File: config.mk
export PLATFORM = sky130hd
export DESIGN_NAME = uart_tx_sched
export DESIGN_NICKNAME = d
export VERILOG_FILES = /design/src/rtl/uart_tx_sched.sv
export SDC_FILE = /design/constraint.sdc
export NUM_CORES = 1
export LEC_CHECK = 0
export ABC_AREA = 0
export CELL_PAD_IN_SITES_DETAIL_PLACEMENT = 0
export CELL_PAD_IN_SITES_GLOBAL_PLACEMENT = 1
export CORE_MARGIN = 2
export CORE_UTILIZATION = 27
export CTS_CLUSTER_DIAMETER = 120
export CTS_CLUSTER_SIZE = 40
export DETAILED_ROUTE_END_ITERATION = 10
export PLACE_DENSITY = 0.84
export SYNTH_ARGS = -nofsm -noshare
export SYNTH_HDL_FRONTEND = slang
export SYNTH_SLANG_ARGS = --single-unit
export TNS_END_PERCENT = 50
File: constraint.sdc
create_clock -name CLOCK_TX -period 1.6 [get_ports CLOCK_TX]
set_input_delay 0.32 -clock CLOCK_TX [delete_from_list [all_inputs] [get_ports CLOCK_TX]]
set_output_delay 0.32 -clock CLOCK_TX [all_outputs]
set_load 0.01 [all_outputs]
File: src/rtl/uart_tx_sched.sv
// Round-robin scheduler that lets NREQ requesters share a single uart_tx.
// Grants one byte per frame and waits for the uart_tx busy handshake to complete.
module uart_tx_sched #(
    parameter int unsigned NREQ    = 4,
    parameter int unsigned TIMEOUT = 15
) (
    input  logic                    CLOCK_TX,
    input  logic                    RESET,
    input  logic [NREQ-1:0]         REQ,
    input  logic [8*NREQ-1:0]       REQ_DATA,
    output logic [NREQ-1:0]         GNT,
    output logic                    SEND,
    output logic [7:0]              TX_DATA,
    input  logic                    NINTO,
    output logic                    BUSY,
    output logic [$clog2(NREQ)-1:0] LAST_GNT,
    output logic                    ERR
);

    localparam int unsigned IDX_W  = $clog2(NREQ);
    localparam int unsigned BYTE_W = 8;
    localparam int unsigned CNT_W  = 4;

    typedef enum logic [1:0] {
        ST_IDLE      = 2'd0,
        ST_WAIT_BUSY = 2'd1,
        ST_WAIT_DONE = 2'd2
    } state_e;

    state_e              state_q, state_d;
    logic [NREQ-1:0]     gnt_q, gnt_d;
    logic                send_q, send_d;
    logic [BYTE_W-1:0]   tx_data_q, tx_data_d;
    logic                busy_q, busy_d;
    logic [IDX_W-1:0]    last_gnt_q, last_gnt_d;
    logic                err_q, err_d;
    logic [CNT_W-1:0]    cnt_q, cnt_d;

    logic [BYTE_W-1:0]   req_byte [NREQ];
    logic                win_found;
    logic [IDX_W-1:0]    win_idx;
    logic [IDX_W-1:0]    cand;
    logic                grant_ok;
    logic                timed_out;

    // Split the flat data bus into one byte per requester.
    always_comb begin
        for (int unsigned i = 0; i < NREQ; i++) begin
            req_byte[i] = REQ_DATA[BYTE_W*i +: BYTE_W];
        end
    end

    // Round-robin search starting just after the most recent winner.
    always_comb begin
        win_found = 1'b0;
        win_idx   = '0;
        cand      = '0;
        for (int unsigned i = 1; i <= NREQ; i++) begin
            cand = IDX_W'((32'(last_gnt_q) + i) % NREQ);
            if (!win_found && REQ[cand]) begin
                win_found = 1'b1;
                win_idx   = cand;
            end
        end
    end

    // uart_tx still reporting busy in IDLE means its previous frame has not ended.
    assign grant_ok  = win_found && !NINTO;
    assign timed_out = (cnt_q == CNT_W'(TIMEOUT)) && !NINTO;

    // State register.
    always_ff @(posedge CLOCK_TX) begin
        if (RESET) begin
            state_q <= ST_IDLE;
        end else begin
            state_q <= state_d;
        end
    end

    // Next-state logic.
    always_comb begin
        state_d = state_q;
        unique case (state_q)
            ST_IDLE: begin
                if (grant_ok) begin
                    state_d = ST_WAIT_BUSY;
                end
            end
            ST_WAIT_BUSY: begin
                if (NINTO) begin
                    state_d = ST_WAIT_DONE;
                end else if (timed_out) begin
                    state_d = ST_IDLE;
                end
            end
            ST_WAIT_DONE: begin
                if (!NINTO) begin
                    state_d = ST_IDLE;
                end
            end
            default: state_d = ST_IDLE;
        endcase
    end

    // Output logic; grant and start strobes default low so they last one cycle.
    always_comb begin
        gnt_d      = '0;
        send_d     = 1'b0;
        err_d      = 1'b0;
        tx_data_d  = tx_data_q;
        last_gnt_d = last_gnt_q;
        cnt_d      = cnt_q;
        busy_d     = (state_d != ST_IDLE);
        unique case (state_q)
            ST_IDLE: begin
                if (grant_ok) begin
                    gnt_d      = NREQ'(1) << win_idx;
                    send_d     = 1'b1;
                    tx_data_d  = req_byte[win_idx];
                    last_gnt_d = win_idx;
                    cnt_d      = '0;
                end
            end
            ST_WAIT_BUSY: begin
                if (timed_out) begin
                    err_d = 1'b1;
                end else if (!NINTO && (cnt_q != '1)) begin
                    cnt_d = cnt_q + CNT_W'(1);
                end
            end
            ST_WAIT_DONE: begin
                cnt_d = cnt_q;
            end
            default: begin
                cnt_d = '0;
            end
        endcase
    end

    // Output and counter registers; a timed-out requester keeps LAST_GNT and loses its turn.
    always_ff @(posedge CLOCK_TX) begin
        if (RESET) begin
            gnt_q      <= '0;
            send_q     <= 1'b0;
            tx_data_q  <= '0;
            busy_q     <= 1'b0;
            last_gnt_q <= IDX_W'(NREQ - 1);
            err_q      <= 1'b0;
            cnt_q      <= '0;
        end else begin
            gnt_q      <= gnt_d;
            send_q     <= send_d;
            tx_data_q  <= tx_data_d;
            busy_q     <= busy_d;
            last_gnt_q <= last_gnt_d;
            err_q      <= err_d;
            cnt_q      <= cnt_d;
        end
    end

    assign GNT      = gnt_q;
    assign SEND     = send_q;
    assign TX_DATA  = tx_data_q;
    assign BUSY     = busy_q;
    assign LAST_GNT = last_gnt_q;
    assign ERR      = err_q;

endmodule

==> impl_metrics.xml <==
<?xml version="1.0" encoding="UTF-8"?>
<metrics>
  <group name="status">
    <metric name="status" unit="">completed</metric>
  </group>
  <group name="setup_path">
    <metric name="crit_path_start_kind" unit="">register</metric>
    <metric name="critical_path.endpoint_type" unit="">register</metric>
    <metric name="cp_data_required_time" unit="ns">1.75</metric>
    <metric name="worst_ep_arrival_time" unit="ns">1.66</metric>
    <metric name="path_class" unit="">register to register</metric>
    <metric name="worstPathMaxFanout" unit="">7</metric>
  </group>
  <group name="grt">
    <metric name="maximum_number_of_pins_on_one_net_before_global_route_repair" unit="">15</metric>
    <metric name="antenna_found_initial" unit="">0</metric>
    <metric name="track_usage" unit="%">13.7</metric>
    <metric name="grt_first_pass_wirelength" unit="um">5800</metric>
    <metric name="first_global_vias" unit="">1273</metric>
    <metric name="sum_of_overflow_across_all_layers_after_global_routing" unit="">0</metric>
  </group>
  <group name="clocking">
    <metric name="tritoncts.num_buffers" unit="">3</metric>
    <metric name="cts-htree-levels" unit="">1</metric>
    <metric name="cts.clk_slew.worst_paths" unit="ns">0.09</metric>
    <metric name="numClockSinks" unit="">23</metric>
    <metric name="worst_skew_pair.late_latency" unit="ns">0.26</metric>
    <metric name="cts-hold-fix-buffers" unit="">0</metric>
    <metric name="cts_tree" unit="">yes</metric>
    <metric name="ctsLongestPathBuffers" unit="">2</metric>
    <metric name="cts.root.buffer_cell" unit="">clkbuf_8</metric>
  </group>
  <group name="floorplanning">
    <metric name="die_width" unit="um">73.9</metric>
    <metric name="rows" unit="">25</metric>
    <metric name="core-area" unit="um2">4720</metric>
    <metric name="pin_count" unit="">56</metric>
    <metric name="initial_utilization" unit="%">27.9</metric>
    <metric name="floorplan.die_area" unit="um2">5460</metric>
    <metric name="die_h" unit="um">73.9</metric>
  </group>
  <group name="timing">
    <metric name="hold_ws" unit="ns">0.489</metric>
    <metric name="worst_slew_margin_rel" unit="%">82.6</metric>
    <metric name="final-setup-viol-count" unit="">0</metric>
    <metric name="worst_margin_pin_slew" unit="ns">0.259</metric>
    <metric name="fmaxAchievable" unit="MHz">660</metric>
    <metric name="finalClockSkew" unit="ns">0.00311</metric>
    <metric name="finalCriticalPeriod" unit="ns">1.51</metric>
    <metric name="post_route_fraction_of_the_period_consumed_by_the_critical_path" unit="%">94.6</metric>
    <metric name="drv_slew" unit="">0</metric>
    <metric name="rsz0062_at_grt" unit="">yes</metric>
    <metric name="hold_violations" unit="">0</metric>
    <metric name="setup-tns-final" unit="ns">0</metric>
  </group>
  <group name="synth">
    <metric name="yosys.area.top_type" unit="">dfxtp_1</metric>
    <metric name="number_of_instances_in_the_synthesized_netlist" unit="">151</metric>
    <metric name="synth_compound_gate_area_share" unit="%">18.3</metric>
    <metric name="synth.lib_cells_used.distinct" unit="">42</metric>
    <metric name="synthMuxAreaShare" unit="%">14.5</metric>
    <metric name="asyncSetResetFlopFracSynth" unit="%">0</metric>
    <metric name="synth_ff_type" unit="">dfxtp_1</metric>
    <metric name="synth_top_cell_area_share" unit="%">34.9</metric>
    <metric name="post_synth_instance_area" unit="um2">1320</metric>
    <metric name="ys_seq_elements" unit="">23</metric>
    <metric name="mappedNetlistNets" unit="">191</metric>
    <metric name="synth-seq-area-share" unit="%">34.9</metric>
    <metric name="ys.warnings.count" unit="">0</metric>
    <metric name="synth_enable_flop_cells" unit="">0</metric>
    <metric name="synth_simple_gate_area_share" unit="%">26.8</metric>
    <metric name="syn_area_per_cell" unit="um2">8.74</metric>
    <metric name="synth_top_cells_by_area" unit="">dfxtp_1 (35%), mux2i_1 (14%), nand3_1 (6.4%)</metric>
    <metric name="yosys.area_share.xor_xnor" unit="%">0.664</metric>
    <metric name="synth_fa_ha_area_share" unit="%">0.948</metric>
    <metric name="largest_family_of_logic_cells_by_synthesized_area" unit="">simple AND/OR/NAND/NOR gates</metric>
  </group>
  <group name="detailed_routing">
    <metric name="drt_iter0_drc" unit="">21</metric>
    <metric name="drt_wl_total" unit="um">3590</metric>
    <metric name="vias" unit="">1390</metric>
    <metric name="drcViolationCount" unit="">0</metric>
    <metric name="total_iterations_of_the_first_detailed_routing_run" unit="">4</metric>
    <metric name="antenna_violating_nets_post_route" unit="">0</metric>
    <metric name="vias_per_cell" unit="">4.66</metric>
    <metric name="detail_route.wl_per_cell" unit="um">12.0</metric>
  </group>
  <group name="final_layout">
    <metric name="num_antenna_cells" unit="">0</metric>
    <metric name="final_net_count" unit="">272</metric>
    <metric name="final_cells" unit="">298</metric>
    <metric name="synthToLayoutAreaGrowth" unit="%">68.4</metric>
    <metric name="layout.cells.most_common_list" unit="">clkdlybuf4s50_1 (50), buf_4 (27), dfxtp_1 (20), mux2i_1 (18), nand3_1 (15)</metric>
    <metric name="fillerInstances" unit="">476</metric>
    <metric name="layout-drive-gt1-share" unit="%">23.8</metric>
    <metric name="layout.cells.most_common" unit="">clkdlybuf4s50_1</metric>
  </group>
  <group name="pwr">
    <metric name="internal_power" unit="uW">1110</metric>
    <metric name="leakage_dissipation" unit="uW">0.000922</metric>
    <metric name="power.share.combinational" unit="%">35.1</metric>
    <metric name="p_sw" unit="uW">450</metric>
    <metric name="power.density" unit="nW/um2">702</metric>
    <metric name="pwr-share-clk" unit="%">23.8</metric>
    <metric name="ir_worst_vdd" unit="V">0.000298</metric>
    <metric name="sequential_power_share" unit="%">41.1</metric>
    <metric name="p_sw_share" unit="%">28.8</metric>
  </group>
  <group name="place">
    <metric name="post-dp-hpwl" unit="um">2780</metric>
    <metric name="dpl.cell_count" unit="">291</metric>
    <metric name="place.gp.congestion" unit="">0.845</metric>
    <metric name="portBuffers" unit="">55</metric>
  </group>
  <group name="hold_path">
    <metric name="timing.hold.worst.class" unit="">register to register</metric>
  </group>
  <group name="run">
    <metric name="max_cap_violations" unit="">0</metric>
  </group>
</metrics>
==> cell families (layout without fill, tap and decap cells) <==
group | after synthesis | after routing
flops | 23 | 23
xor+xnor | 1 | 1
simple gates | 60 | 60
buf+inv | 12 | 92
compound gates | 35 | 35
fa+ha+maj | 1 | 1
mux | 19 | 19
==> stage by stage <==
step	util (%)	setup slack, ns	total power, uW	area [um2]
floorplan	-	-0.0101	896	1330
global placement	45.0	-0.476	1180	2130
detailed placement	45.0	-0.523	1180	2130
CTS	46.4	0.00545	1560	2190
global route	47.1	-0.0110	1640	2220
finish	47.1	0.0858	1560	2220
==> final timing paths <==
path,from,depth (start not counted),slack (ns),to
worst max-delay path,LAST_GNT[1]$_SDFFE_PP1P_,6,0.09,TX_DATA[2]$_SDFFE_PP0P_
worst min-delay path,TX_DATA[4]$_SDFFE_PP0P_,2,0.49,TX_DATA[4]$_SDFFE_PP0P_
worst max register to register,LAST_GNT[1]$_SDFFE_PP1P_,6,0.09,TX_DATA[2]$_SDFFE_PP0P_
worst min register to register,TX_DATA[4]$_SDFFE_PP0P_,2,0.49,TX_DATA[4]$_SDFFE_PP0P_
==> flip-flops by register name, indices dropped and copies added, names as in the netlist <==
register	flops
cnt_q	4
state_q	2
ERR	1
SEND	1
GNT	4
LAST_GNT	2
TX_DATA	8
BUSY	1
==> synthesized netlist by cell type (2+ instances only) <==
master	number
a21oi_1	12
buf_2	2
a211oi_1	2
o221ai_1	3
o211ai_1	6
mux2i_1	18
nand3_1	17
nor3b_1	2
nor2_1	5
a21oi_2	2
nor4_1	2
a22oi_1	2
nand2_1	11
nand2b_1	5
dfxtp_1	23
inv_1	3
clkbuf_1	6
a21o_1	2
nand3b_1	4
nor2b_1	2
==> power groups by stage <==
stage / logic, uW / clock network [uW] / registers [uW]
after floorplan: 226 / 0 / 670
after global placement: 525 / 0 / 654
after detailed placement: 528 / 0 / 653
after CTS: 536 / 385 / 641
after global routing: 594 / 401 / 648
final: 548 / 371 / 642
==> layout make-up <==
class | instances | area (um2) | share of cell area, %
clock buffers | 3 | 41.3 | 1.86
well taps | 67 | 83.8 | 3.77
repair buffers | 85 | 774 | 34.8
inverters | 3 | 11.3 | 0.506
multi-input cells | 116 | 838 | 37.7
clock inverters | 1 | 7.51 | 0.338
flip-flops and latches | 23 | 467 | 21.0
==> metal layers <==
| layer | GRT usage [%] | vias to the layer above | wire, um |
|---|---|---|---|
| li1 | - | 721 | - |
| met1 | 17.7 | 640 | 1680 |
| met2 | 23.0 | 27 | 1760 |
| met3 | 2.19 | 2 | 122 |
| met4 | 4.65 | 0 | 27 |
| met5 | 0 | - | 0 |
==> critical path: stages (launching register included) <==
cell	delay, ns
dfxtp_4	0.37
and2_1	0.14
o32a_1	0.32
nand2_2	0.10
buf_4	0.15
mux2i_1	0.18
o221ai_1	0.13
==> repair_timing <==
| item | in CTS | in global routing |
|---|---|---|
| buffers inserted | 2 | 1 |
| setup endpoints to repair | 19 | 12 |
| pin swaps | 5 | 6 |
| gates resized for setup | 12 | 14 |
No activity file was read; power rests on OpenSTA's default activity.
==> variant 1 (config.mk and constraints unchanged) <==
The parameter `NREQ` goes from 4 to 8.
--- a/src/rtl/uart_tx_sched.sv
+++ b/src/rtl/uart_tx_sched.sv
@@ -2,5 +2,5 @@
 // Grants one byte per frame and waits for the uart_tx busy handshake to complete.
 module uart_tx_sched #(
-    parameter int unsigned NREQ    = 4,
+    parameter int unsigned NREQ    = 8,
     parameter int unsigned TIMEOUT = 15
 ) (
Interface: changed (resized GNT, LAST_GNT, REQ and REQ_DATA); port bits go from 56 to 97. The function was not compared with the original's and may differ.
==> variant 1 against the original RTL <==
The run now ends with negative setup slack left. Setup slack worse by 1.6 ns. Final area rose by 110%. Area after synthesis rose by 93%. Routed wire length grew to 2.7 times the old value. Count of clock-buffer cells in the layout did not move. Total power grew to 4.6 times the old value. Sequential cell count increased by 5. Core utilization increased by 3.5 points. Clock power increased by 57%.
==> variant 1: results (changes against the original RTL) <==
Synthesis
  – Netlist cell types: 57 (+36%)
  – Xor-xnor portion of the synthesized cell area: 0.0103 (+0.00366)
  – Mean post-synth cell area: 9.60 µm² (+9.8%)
  – Syn Std Cell Area: 0.00255 mm² (+93%)
  – Area fraction in compound gates after synthesis: 0.212 (+0.0288)
  – Mux contribution to synthesized area: 0.325 (+0.179)
  – Net Count, Synth: 344 (+80%)

Global route
  – Met3 Usage GRT: 0.0269 (+0.00497)
  – Pin count of the biggest net entering global routing: 17 (+2)
  – Met1 GRT Util: 0.236 (+0.0582)
  – Initial antenna violation count: 0 (unchanged)
  – Number of global-route vias before repair: 2962 (+130%)
  – Overall global routing resource usage: 0.179 (+0.0423)
  – First-pass GRT wire length: 14700 µm (+150%)
  – GRT met2 Usage: 0.298 (+0.0679)

Clocking
  – Post-CTS Resized: 36 (+24)
  – Number of clock sinks: 28 (+22%)
  – Number of setup buffers added after CTS: 12 (+10)

Layout
  – Multi-input gate count: 214 (+84%)
  – Buffering overhead: 0.388 (+0.0395)
  – Register area: 572 µm² (+23%)
  – Logic inverters: 7 (+4)
  – Nonclk buf count: 184 (+120%)
  – Clock-cell share: 0.0153 (-0.00662)
  – Fraction of area in multi-input gates: 0.437 (+0.0598)
  – Multi-input logic area: 0.00203 mm² (+140%)
  – Layout cells sized above 1: 0.359 (+0.121)
  – Non-filler cells, final: 548 (+84%)
  – Layout fillers: 835 (+75%)

Placement
  – I/O Buffers: 96 (+75%)
  – Place WS: -1.86 ns (-1.33 ns)
  – Placed cell count: 523 (+80%)
  – Routability-driven placement congestion ratio: 0.897 (+6.1%)
  – Post-DP HPWL: 7060 µm (+150%)
  – Post-Place Cell Area: 0.00412 mm² (+94%)

Drt
  – Met2 wire length: 4960 µm (+180%)
  – First DRT Iteration DRCs: 188 (+800%)
  – Via-to-Cell Ratio: 5.33 (+14%)
  – Wirelength per Cell: 17.9 µm (+49%)
  – First-pass DRT Iterations: 5 (+1)
  – Routed met1 length: 4080 µm (+140%)
  – Met3 wire len: 485 µm (+300%)

Power and ir drop
  – Peak VDD IR: 0.886 mV (+200%)
  – LEAKAGE: 1.97 nW (+110%)

Timing
  – Skew final: 0.00905 ns (+0.00594 ns)
  – Max Slew Vio Count: 0 (unchanged)
  – Final setup viols: 26 (+26)
  – Min Hold Slack: 0.533 ns (+0.0445 ns)
  – Setup TNS: -32.87 ns (-32.87 ns)
  – Worst slew pin tran: 0.493 ns (+0.235 ns)
  – Final setup margin: -1.48 ns (-1.56 ns)

Worst hold path
  – Hold path start: cnt_q[3]
  – Hold endpoint: cnt_q[3]

Critical path
  – Worst r2r path cells: 14 (+8)
  – R2r endpoint: TX_DATA[2]
  – FF-to-FF Start: LAST_GNT[0]
  – Worst path max stage delay: 0.39 ns (+0.02 ns)

Status
  – Status: complete, but fails checks
  – Failing checks: negative setup slack
## variant 1: cell count changes in the layout (fill, tap and decap cells not counted), sizes merged, moves of 7 or more
cell           before  now
mux4                0   15
and3                1    8
clkdlybuf4s50      50   91
nor2                6   27
a21oi              14    7
buf                32   86
mux2i              18   43
a31o                0    7
nand3              17    9
a22oi               2   19
## variant 1: worst max path at each step
stage	start	endpoint	slack, ns	cells past startpoint
6_report	LAST_GNT[0]	TX_DATA[2]	-1.48	14
5_1_grt	LAST_GNT[0]	TX_DATA[2]	-1.61	13
4_1_cts	LAST_GNT[0]	TX_DATA[0]	-1.46	13
3_5_place_dp	REQ[6]	TX_DATA[5]	-1.86	10
3_3_place_gp	REQ[7]	TX_DATA[3]	-1.80	10
2_1_floorplan	LAST_GNT[1]	TX_DATA[5]	-1.59	15
## variant 1: power by group
group | switching [mW] | total [mW] | internal (mW)
logic | 2.50 | 5.71 | 3.21
registers | 0.0879 | 0.922 | 0.834
clock network | 0.248 | 0.584 | 0.336
total | 2.84 | 7.22 | 4.38
==> variant 2 (same flow settings) <==
Without the edit above. Re-encode `state_e` (3 states) as one-hot, 3 bits wide.
--- a/src/rtl/uart_tx_sched.sv
+++ b/src/rtl/uart_tx_sched.sv
@@ -22,8 +22,8 @@
     localparam int unsigned CNT_W  = 4;
 
-    typedef enum logic [1:0] {
-        ST_IDLE      = 2'd0,
-        ST_WAIT_BUSY = 2'd1,
-        ST_WAIT_DONE = 2'd2
+    typedef enum logic [2:0] {
+        ST_IDLE      = 3'b001,
+        ST_WAIT_BUSY = 3'b010,
+        ST_WAIT_DONE = 3'b100
     } state_e;
 
Formal check against the unedited RTL: same outputs for any inputs over 10 cycles, from zero or initial values and one cycle with RESET high; not proved beyond that.
==> variant 2 against the original RTL <==
Sequential cell count increased by 1. Critical path depth grew 1. Routed wire length is 13% higher. Area after synthesis grew 4.1%. Setup slack got worse by 0.041 ns. Total power grew 13%. Final area increased by 11%. Sequential power grew 4.7%. Largest cell class is now non-clock buffers. Largest power group is now combinational logic. Highest routed layer unchanged.
==> variant 2: results (changes against the original RTL) <==
Drt
  – ANT nets after route: 0 (unchanged)
  – Via-to-Cell Ratio: 4.68 (+0.30%)
  – Routed WL: 4070 µm (+13%)
  – First-pass DRT Iterations: 4 (unchanged)
  – First DRT Iteration DRCs: 44 (+110%)

Layout
  – NumNets Final: 282 (+3.7%)
  – Non-filler cells, final: 308 (+3.4%)
  – Layout fillers: 470 (-1.3%)
  – Layout cells sized above 1: 0.311 (+0.0731)
  – Largest register FFs: 8 (unchanged)

Global route
  – Pin count of the biggest net entering global routing: 14 (-1)
  – Overall global routing resource usage: 0.129 (-0.00741)
  – Number of global-route vias before repair: 1272 (-0.079%)
  – First-pass GRT wire length: 5710 µm (-1.4%)

Critical path
  – Worst path max stage delay: 0.32 ns (-0.05 ns)
  – Crit-path max FO: 3 (-4)
  – Worst path arrival time: 1.71 ns (+0.05 ns)
  – Worst path slowest cell: dfxtp_1

Timing
  – Worst slew pin tran: 0.459 ns (+0.201 ns)
  – Skew final: 0.0108 ns (+0.00764 ns)

Synthesis
  – Synth top area cells: dfxtp_1 35%, mux2i_1 13%, nor3b_1 4.4%
  – Mean post-synth cell area: 9.16 µm² (+4.8%)
  – Warnings, synthesis: 0 (unchanged)
  – Seq/Total Area, Yosys: 0.350 (+0.000912)
  – Netlist cell types: 39 (-7.1%)
  – Net Count, Synth: 190 (-0.52%)
  – Async S/R FF share, synth: 0 (unchanged)
  – Post-synth top cells: 24 x dfxtp_1, 18 x mux2i_1, 12 x inv_1, 12 x nand2_1

Placement
  – Post-Place Cell Area: 0.00219 mm² (+3.0%)
  – Placed cell count: 294 (+1.0%)
  – Post-DP HPWL: 2830 µm (+2.0%)
  – Routability-driven placement congestion ratio: 0.776 (-8.2%)

Status
  – Status: complete, no violations

Clocking
  – Clock Path Buffers: 2 (unchanged)
  – H-tree depth: 1 (unchanged)
  – Worst skew pair latency: 0.27 ns

Power and ir drop
  – Peak VDD IR: 0.319 mV (+7.2%)
  – LEAKAGE: 1.05 nW (+14%)
## variant 2: cell type report
| type | count | area [µm²] | area share |
|---|---|---|---|
| repair buffers | 93 | 910 | 0.367 |
| multi-input cells | 108 | 896 | 0.362 |
| flip-flops and latches | 24 | 488 | 0.197 |
| well taps | 67 | 83.8 | 0.0338 |
| clock buffers | 4 | 55.1 | 0.0222 |
| inverters | 12 | 45.0 | 0.0182 |
## variant 2: layer usage
| layer | vias up | track usage | share of wire |
|---|---|---|---|
| met2 | 45 | 0.199 | 0.48 |
| met5 | - | 0 | 0 |
| li1 | 718 | - | - |
| met1 | 670 | 0.179 | 0.43 |
| met3 | 8 | 0.0331 | 0.077 |
| met4 | 0 | 0.0390 | 0.017 |
## variant 2: metrics by stage
stage | setup slack [ns] | TNS, ns
finish | 0.0451 | 0
CTS | 0.00273 | 0
detailed placement | -0.508 | -8.54
global route | -0.0769 | -0.287
global placement | -0.476 | -8.20
floorplan | 0.0496 | 0
## variant 2: final timing paths
path | from | endpoint | slack [ns] | cells after the start
hold reg to reg | TX_DATA[0] | TX_DATA[0] | 0.49 | 2
setup reg to reg | cnt_q[0] | cnt_q[2] | 0.05 | 7
hold / removal | TX_DATA[0] | TX_DATA[0] | 0.49 | 2
setup / recovery | cnt_q[0] | cnt_q[2] | 0.05 | 7
## variant 2: worst max-delay path, delay by kind of cell (launching register included)
family                     cells  cell delay, ns
and+or+nand+nor                3            0.33
DFF                            1            0.32
xor gates and xnor gates       1            0.17
buffers and inverters          1            0.18
AOI/OAI and AO/OA              1            0.26
adders and majority gates      1            0.20
## variant 2: what timing repair did
item                                    CTS  global route
buffers inserted                          0             8
pin swaps                                 3            13
hold buffers                              0             0
endpoints found under the setup margin   20            15
endpoints found under the hold margin     0             0
cloned                                    1             1
resized for setup                         8            34
## variant 2: cells by family (layout without fill, tap and decap cells)
| family | after synthesis | after routing | synth area share |
|---|---|---|---|
| xor+xnor | 4 | 4 | 0.0255 |
| fa+ha+maj | 1 | 1 | 0.00911 |
| flops | 24 | 24 | 0.350 |
| compound gates | 24 | 24 | 0.142 |
| simple gates | 61 | 61 | 0.270 |
| mux | 18 | 18 | 0.131 |
| buf+inv | 18 | 109 | 0.0728 |
## variant 2: where the power goes
part           leakage (nW)  total, mW  switching, mW  internal [mW]
registers             0.197      0.672         0.0286          0.643
clock network        0.0288      0.413          0.194          0.220
logic                 0.825      0.683          0.271          0.412
total                  1.05       1.77          0.493           1.27
